--- config.mk ---
export PLATFORM = sky130hd
export DESIGN_NAME = btn_event_sched_flat
export DESIGN_NICKNAME = d
export VERILOG_FILES = /design/src/rtl/btn_event_sched_if.sv /design/src/rtl/btn_event_sched.sv /design/src/flat_wrapper.sv
export SDC_FILE = /design/constraint.sdc
export NUM_CORES = 1
export LEC_CHECK = 0
export ABC_AREA = 1
export CAP_MARGIN = 20
export CORE_UTILIZATION = 40
export DETAILED_ROUTE_END_ITERATION = 8
export DONT_BUFFER_PORTS = 1
export SLEW_MARGIN = 20
export SYNTH_ARGS = -nofsm -noshare
export SYNTH_HDL_FRONTEND = slang
export SYNTH_SLANG_ARGS = --single-unit
--- constraint.sdc ---
create_clock -name clk -period 7.09 [get_ports clk]
set_clock_uncertainty 0.2 [all_clocks]
set_input_delay 1.418 -clock clk [delete_from_list [all_inputs] [get_ports clk]]
set_output_delay 1.418 -clock clk [all_outputs]
set_load 0.01 [all_outputs]
--- src/rtl/btn_event_sched_if.sv ---
// Event handshake between the button scheduler (master) and the calculator control FSM (slave).
interface btn_event_sched_if #(
   parameter int N_BTN = 5
) ();
   localparam int CODE_W = (N_BTN > 1) ? $clog2(N_BTN) : 1;

   logic              evt_valid;
   logic              evt_ready;
   logic [CODE_W-1:0] evt_code;
   logic              evt_repeat;

   modport master (output evt_valid, output evt_code, output evt_repeat, input evt_ready);
   modport slave  (input evt_valid, input evt_code, input evt_repeat, output evt_ready);
endinterface

--- src/rtl/btn_event_sched.sv ---
// Turns debounced active-low button levels into press / auto-repeat events, arbitrated by
// lowest index into a small show-ahead FIFO drained over a valid/ready handshake.
module btn_event_sched #(
   parameter int N_BTN         = 5,
   parameter int HOLD_CYCLES   = 50_000_000,
   parameter int REPEAT_CYCLES = 10_000_000,
   parameter int FIFO_DEPTH    = 4
) (
   input  logic               clk,
   input  logic               rst_n,
   input  logic [N_BTN-1:0]   btn_n_i,
   btn_event_sched_if.master  evt_if,
   output logic               ovf_o
);

   localparam int CODE_W  = (N_BTN > 1) ? $clog2(N_BTN) : 1;
   localparam int ENT_W   = CODE_W + 1;
   localparam int AW      = $clog2(FIFO_DEPTH);
   localparam int CNT_MAX = (HOLD_CYCLES > REPEAT_CYCLES) ? HOLD_CYCLES : REPEAT_CYCLES;
   localparam int CNT_W   = $clog2(CNT_MAX);

   typedef enum logic [1:0] {S_IDLE, S_HOLD, S_REPEAT} state_e;

   state_e            state_q, state_d;
   logic [CNT_W-1:0]  cnt_q, cnt_d;
   logic [N_BTN-1:0]  prev_q, prev_d;
   logic [N_BTN-1:0]  pend_q, pend_d;
   logic [N_BTN-1:0]  rep_q, rep_d;
   logic              ovf_q, ovf_d;
   logic [AW-1:0]     wr_ptr_q, wr_ptr_d;
   logic [AW-1:0]     rd_ptr_q, rd_ptr_d;
   logic [AW:0]       count_q, count_d;
   logic [ENT_W-1:0]  mem_q [FIFO_DEPTH];

   logic [N_BTN-1:0]  held, press, tick_vec, evt, grant_vec, merge;
   logic              stable, one_held, tick;
   logic              full, empty, push, pop;
   logic [CODE_W-1:0] grant_idx;
   logic [ENT_W-1:0]  push_ent, head;

   assign held     = ~btn_n_i;
   assign press    = prev_q & held;
   assign stable   = (btn_n_i == prev_q);
   assign one_held = (held != '0) && ((held & (held - N_BTN'(1))) == '0);

   // Repeat FSM: any level change drops back to IDLE without a tick
   always_comb begin
      state_d = state_q;
      cnt_d   = cnt_q;
      tick    = 1'b0;
      case (state_q)
         S_IDLE: begin
            if (stable && one_held) begin
               state_d = S_HOLD;
               cnt_d   = '0;
            end
         end
         S_HOLD: begin
            if (!stable) begin
               state_d = S_IDLE;
               cnt_d   = '0;
            end else if (cnt_q == CNT_W'(HOLD_CYCLES - 1)) begin
               tick    = 1'b1;
               cnt_d   = '0;
               state_d = S_REPEAT;
            end else begin
               cnt_d = cnt_q + CNT_W'(1);
            end
         end
         S_REPEAT: begin
            if (!stable) begin
               state_d = S_IDLE;
               cnt_d   = '0;
            end else if (cnt_q == CNT_W'(REPEAT_CYCLES - 1)) begin
               tick  = 1'b1;
               cnt_d = '0;
            end else begin
               cnt_d = cnt_q + CNT_W'(1);
            end
         end
         default: begin
            state_d = S_IDLE;
            cnt_d   = '0;
         end
      endcase
   end

   // Only one button can be held while in HOLD/REPEAT, so held is one-hot here
   assign tick_vec = tick ? held : '0;
   assign evt      = press | tick_vec;

   assign full  = (count_q == (AW+1)'(FIFO_DEPTH));
   assign empty = (count_q == '0);
   assign pop   = !empty && evt_if.evt_ready;
   assign push  = !full && (pend_q != '0);

   always_comb begin
      grant_idx = '0;
      for (int i = N_BTN - 1; i >= 0; i--) begin
         if (pend_q[i]) grant_idx = CODE_W'(i);
      end
   end

   assign grant_vec = push ? (pend_q & (~pend_q + N_BTN'(1))) : '0;
   assign push_ent  = {rep_q[grant_idx], grant_idx};

   // A new event on a granted button re-arms its staging slot instead of merging
   assign merge  = evt & pend_q & ~grant_vec;
   assign pend_d = (pend_q & ~grant_vec) | evt;
   assign rep_d  = (rep_q & ~evt) | tick_vec;
   assign ovf_d  = ovf_q | (merge != '0);
   assign prev_d = btn_n_i;

   assign wr_ptr_d = push ? wr_ptr_q + AW'(1) : wr_ptr_q;
   assign rd_ptr_d = pop  ? rd_ptr_q + AW'(1) : rd_ptr_q;

   always_comb begin
      count_d = count_q;
      case ({push, pop})
         2'b10:   count_d = count_q + (AW+1)'(1);
         2'b01:   count_d = count_q - (AW+1)'(1);
         default: count_d = count_q;
      endcase
   end

   always_ff @(posedge clk) begin
      if (!rst_n) begin
         state_q  <= S_IDLE;
         cnt_q    <= '0;
         prev_q   <= '1;
         pend_q   <= '0;
         rep_q    <= '0;
         ovf_q    <= 1'b0;
         wr_ptr_q <= '0;
         rd_ptr_q <= '0;
         count_q  <= '0;
      end else begin
         state_q  <= state_d;
         cnt_q    <= cnt_d;
         prev_q   <= prev_d;
         pend_q   <= pend_d;
         rep_q    <= rep_d;
         ovf_q    <= ovf_d;
         wr_ptr_q <= wr_ptr_d;
         rd_ptr_q <= rd_ptr_d;
         count_q  <= count_d;
      end
   end

   always_ff @(posedge clk) begin
      if (push) mem_q[wr_ptr_q] <= push_ent;
   end

   assign head              = mem_q[rd_ptr_q];
   assign evt_if.evt_valid  = !empty;
   assign evt_if.evt_code   = empty ? '0 : head[CODE_W-1:0];
   assign evt_if.evt_repeat = !empty && head[CODE_W];
   assign ovf_o             = ovf_q;

endmodule

--- src/flat_wrapper.sv ---
// flat-port wrapper written by rule: the top's interface ports become plain ports
module btn_event_sched_flat 
#(
   parameter int N_BTN         = 5,
   parameter int HOLD_CYCLES   = 50_000_000,
   parameter int REPEAT_CYCLES = 10_000_000,
   parameter int FIFO_DEPTH    = 4
)
  (clk, rst_n, btn_n_i, ovf_o, evt_if_evt_valid, evt_if_evt_code, evt_if_evt_repeat, evt_if_evt_ready);
  btn_event_sched_if #(.N_BTN(N_BTN)) evt_if_i ();
  input  logic clk;
  input  logic rst_n;
  input  logic [N_BTN-1:0] btn_n_i;
  output logic ovf_o;
  output wire logic [$bits(evt_if_i.evt_valid)-1:0] evt_if_evt_valid;
  output wire logic [$bits(evt_if_i.evt_code)-1:0] evt_if_evt_code;
  output wire logic [$bits(evt_if_i.evt_repeat)-1:0] evt_if_evt_repeat;
  input wire logic [$bits(evt_if_i.evt_ready)-1:0] evt_if_evt_ready;
  assign evt_if_evt_valid = evt_if_i.evt_valid;
  assign evt_if_evt_code = evt_if_i.evt_code;
  assign evt_if_evt_repeat = evt_if_i.evt_repeat;
  assign evt_if_i.evt_ready = evt_if_evt_ready;
  btn_event_sched #(.N_BTN(N_BTN), .HOLD_CYCLES(HOLD_CYCLES), .REPEAT_CYCLES(REPEAT_CYCLES), .FIFO_DEPTH(FIFO_DEPTH)) u_core (.clk(clk), .rst_n(rst_n), .btn_n_i(btn_n_i), .evt_if(evt_if_i), .ovf_o(ovf_o));
endmodule
==> results.json <==
{
  "synth-seq-area-share_pct": 42.5,
  "ys_ff_latch": 69,
  "highest_layer": "met4",
  "crit_type": "primary input to register",
  "cts_tree": "done",
  "path_clk_slew_ns": 0.07,
  "reg2reg_to": "u_core.cnt_q[17]",
  "wirelength_um": 7250,
  "outcome": "complete, no violations",
  "critical_path.startpoint": "btn_n_i[4]",
  "ys.flop_type": "dfxtp_1",
  "dieHeight_um": 97.3,
  "yosysUniqueCellTypes": 39,
  "core_area_mm2": 0.00876,
  "maxCapViolations": 0,
  "worstSetupStartpointType": "primary input",
  "antenna_found_initial": 0,
  "fin_crit_sh_pct": 49.6,
  "grt.overflow.total": 0,
  "hold_violations": 0,
  "clk_path_buf_depth": 2,
  "worstPathArrival_ns": 3.53,
  "layout.nets": 509,
  "std_cell_rows": 34,
  "ctsResizeCount": 0,
  "numCtsBuffers": 9,
  "required_ns": 7.11,
  "reg2reg_depth": 8,
  "antenna-diode-count": 0,
  "initial_core_util_pct": 41.4,
  "reg2reg_from": "u_core.prev_q[1]",
  "postSynthNetCount": 507,
  "r2r_setup_slack_ns": 4.40,
  "syn_area_mm2": 0.00363,
  "final_common_cell": "nand2_1",
  "routedWlPerCell_um": 12.1,
  "dr_wl_met2_um": 3320,
  "fill_cells": 888,
  "synth_cells": 484,
  "p_per_area_mw_per_mm2": 263,
  "grt_max_degree": 30,
  "rsz0062_at_grt": "false",
  "dp_hpwl_um": 5490,
  "die_w_um": 97.3,
  "synth_edf_count": 16,
  "route.met3.wl_um": 283,
  "finalSetupTns_ns": 0,
  "syn_avg_cell_area_um2": 7.50,
  "synth_warnings": 0,
  "p_leak_nw": 1.45,
  "grt_pass1_vias": 2892,
  "hp-start": "u_core.rd_ptr_q[1]",
  "postRouteAntennaNets": 0,
  "track_usage_pct": 17.0,
  "min_path_type": "register to register",
  "ir_worst_vdd_mv": 0.200,
  "ctsHoldBuffers": 0,
  "ys_top_cells_by_area": "dfxtp_1 (29%), edfxtp_1 (13%), nand2_1 (8.4%)",
  "cts_sinks": 69,
  "drtIter0Drc": 162,
  "crit_fanout": 29,
  "clock_insertion_delay_worst_skew_ns": 0.35,
  "yosysTopAreaCellShare_pct": 29.2,
  "io_buffers": 0,
  "synth_area_leader_cell": "dfxtp_1",
  "die_area_mm2": 0.00946,
  "final_cell_mix": "nand2_1 (81), nor2_1 (76), inv_1 (64), dfxtp_1 (53), a21oi_1 (40)",
  "post-cts-setup-buffers": 0,
  "setup_viol": 0,
  "relSlewSlack_pct": 35.1,
  "fmax_mhz": 285,
  "firstDrtPassIters": 7,
  "vias": 2949,
  "fin_crit_ns": 3.51,
  "root_buffer": "clkbuf_8",
  "gp_congestion": 0.925,
  "min_delay_path_depth": 2,
  "endpoint_kind": "register",
  "syn2layout_area_growth_pct": 6.55,
  "worstMarginPinSlew_ns": 0.971,
  "slew_violations": 0,
  "cts_htree_levels": 3,
  "total_power_mw": 1.02,
  "synthArstFlopShare_pct": 0,
  "layout-drive-gt1-share_pct": 8.55,
  "grt_pass1_wl_um": 13100,
  "wl_met1_um": 3530,
  "viasPerCell": 4.92,
  "ios": 14,
  "drc": 0
}
==> per-stage QoR <==
stage	util [%]	cells	area [um^2]	setup slack, ns	hold slack (ns)
6_report	44.1	599	3870	3.58	0.261
5_1_grt	44.1	599	3870	3.34	0.299
4_1_cts	44.1	599	3870	3.57	0.265
3_5_place_dp	42.2	583	3700	3.18	0.254
3_3_place_gp	42.2	583	3700	3.26	0.247
2_1_floorplan	-	484	3630	4.04	0.236
==> cells in the mapped netlist (2+ instances only) <==
| cell | instances |
|---|---|
| nand4_1 | 9 |
| dfxtp_1 | 53 |
| ha_1 | 14 |
| inv_2 | 6 |
| a21oi_1 | 40 |
| o22a_1 | 2 |
| nor3_1 | 16 |
| nor2_1 | 76 |
| nor2_2 | 3 |
| nand2_2 | 7 |
| o21ai_0 | 29 |
| xor2_1 | 8 |
| buf_6 | 4 |
| o21bai_1 | 2 |
| nor2_4 | 2 |
| nand3b_1 | 2 |
| nor4_1 | 3 |
| nand3_1 | 23 |
| edfxtp_1 | 16 |
| inv_1 | 64 |
| o211ai_1 | 2 |
| nand2_1 | 81 |
| nor3_2 | 3 |
| clkbuf_1 | 3 |
| and3_1 | 2 |
==> routing by layer <==
metal,vias up,global-route usage [%]
li1,1573,-
met4,0,7.13
met3,9,4.24
met1,1315,21.4
met5,-,0
met2,52,27.8
==> layout make-up <==
cell class                 count  area (um^2)  area share (%)
clock buffer                   9          124            3.20
clock inverter                 7         47.5            1.23
inverter                      71          267            6.89
multi-input combinational    335         1750            45.3
sequential                    69         1540            39.8
tap                          108          135            3.49
==> worst max path at each step <==
stage                       end  slack, ns
6_report       u_core.cnt_q[17]       3.58
5_1_grt        u_core.cnt_q[20]       3.34
4_1_cts         u_core.cnt_q[7]       3.57
3_5_place_dp   u_core.cnt_q[20]       3.18
3_3_place_gp   u_core.cnt_q[21]       3.26
2_1_floorplan  u_core.cnt_q[11]       4.04
==> power breakdown <==
group          internal, mW  switching [mW]  leakage (nW)
clock network         0.127           0.155        0.0858
registers             0.456          0.0276         0.584
logic                0.0725           0.182         0.777
total                 0.655           0.364          1.45
==> sequential cells by signal (all words and copies together) (netlist names), named ones only <==
signal,flops
u_core.cnt_q,26
u_core.pend_q,5
u_core.state_q,2
u_core.wr_ptr_q,2
u_core.rd_ptr_q,2
u_core.ovf_o,1
u_core.prev_q,5
u_core.mem_q,16
u_core.count_q,3
u_core.rep_q,5
==> worst max-delay path, cell delays in order <==
cell,delay [ns]
inv_1,0.06
ha_1,0.28
nand2_1,0.04
nor2_1,0.17
o2111ai_1,0.15
nand2_1,0.74
nand2_2,0.20
nand2_2,0.37
nor3_1,0.08
==> cell families after synthesis <==
kind of cell | count (synthesis) | synth area share [%]
DFF | 69 | 42.5
AOI/OAI and AO/OA | 79 | 11.7
xor gates and xnor gates | 9 | 2.17
adders and majority gates | 15 | 5.38
and+or+nand+nor | 232 | 29.1
buffers and inverters | 80 | 9.23
Power figures use the tool's default switching activity.
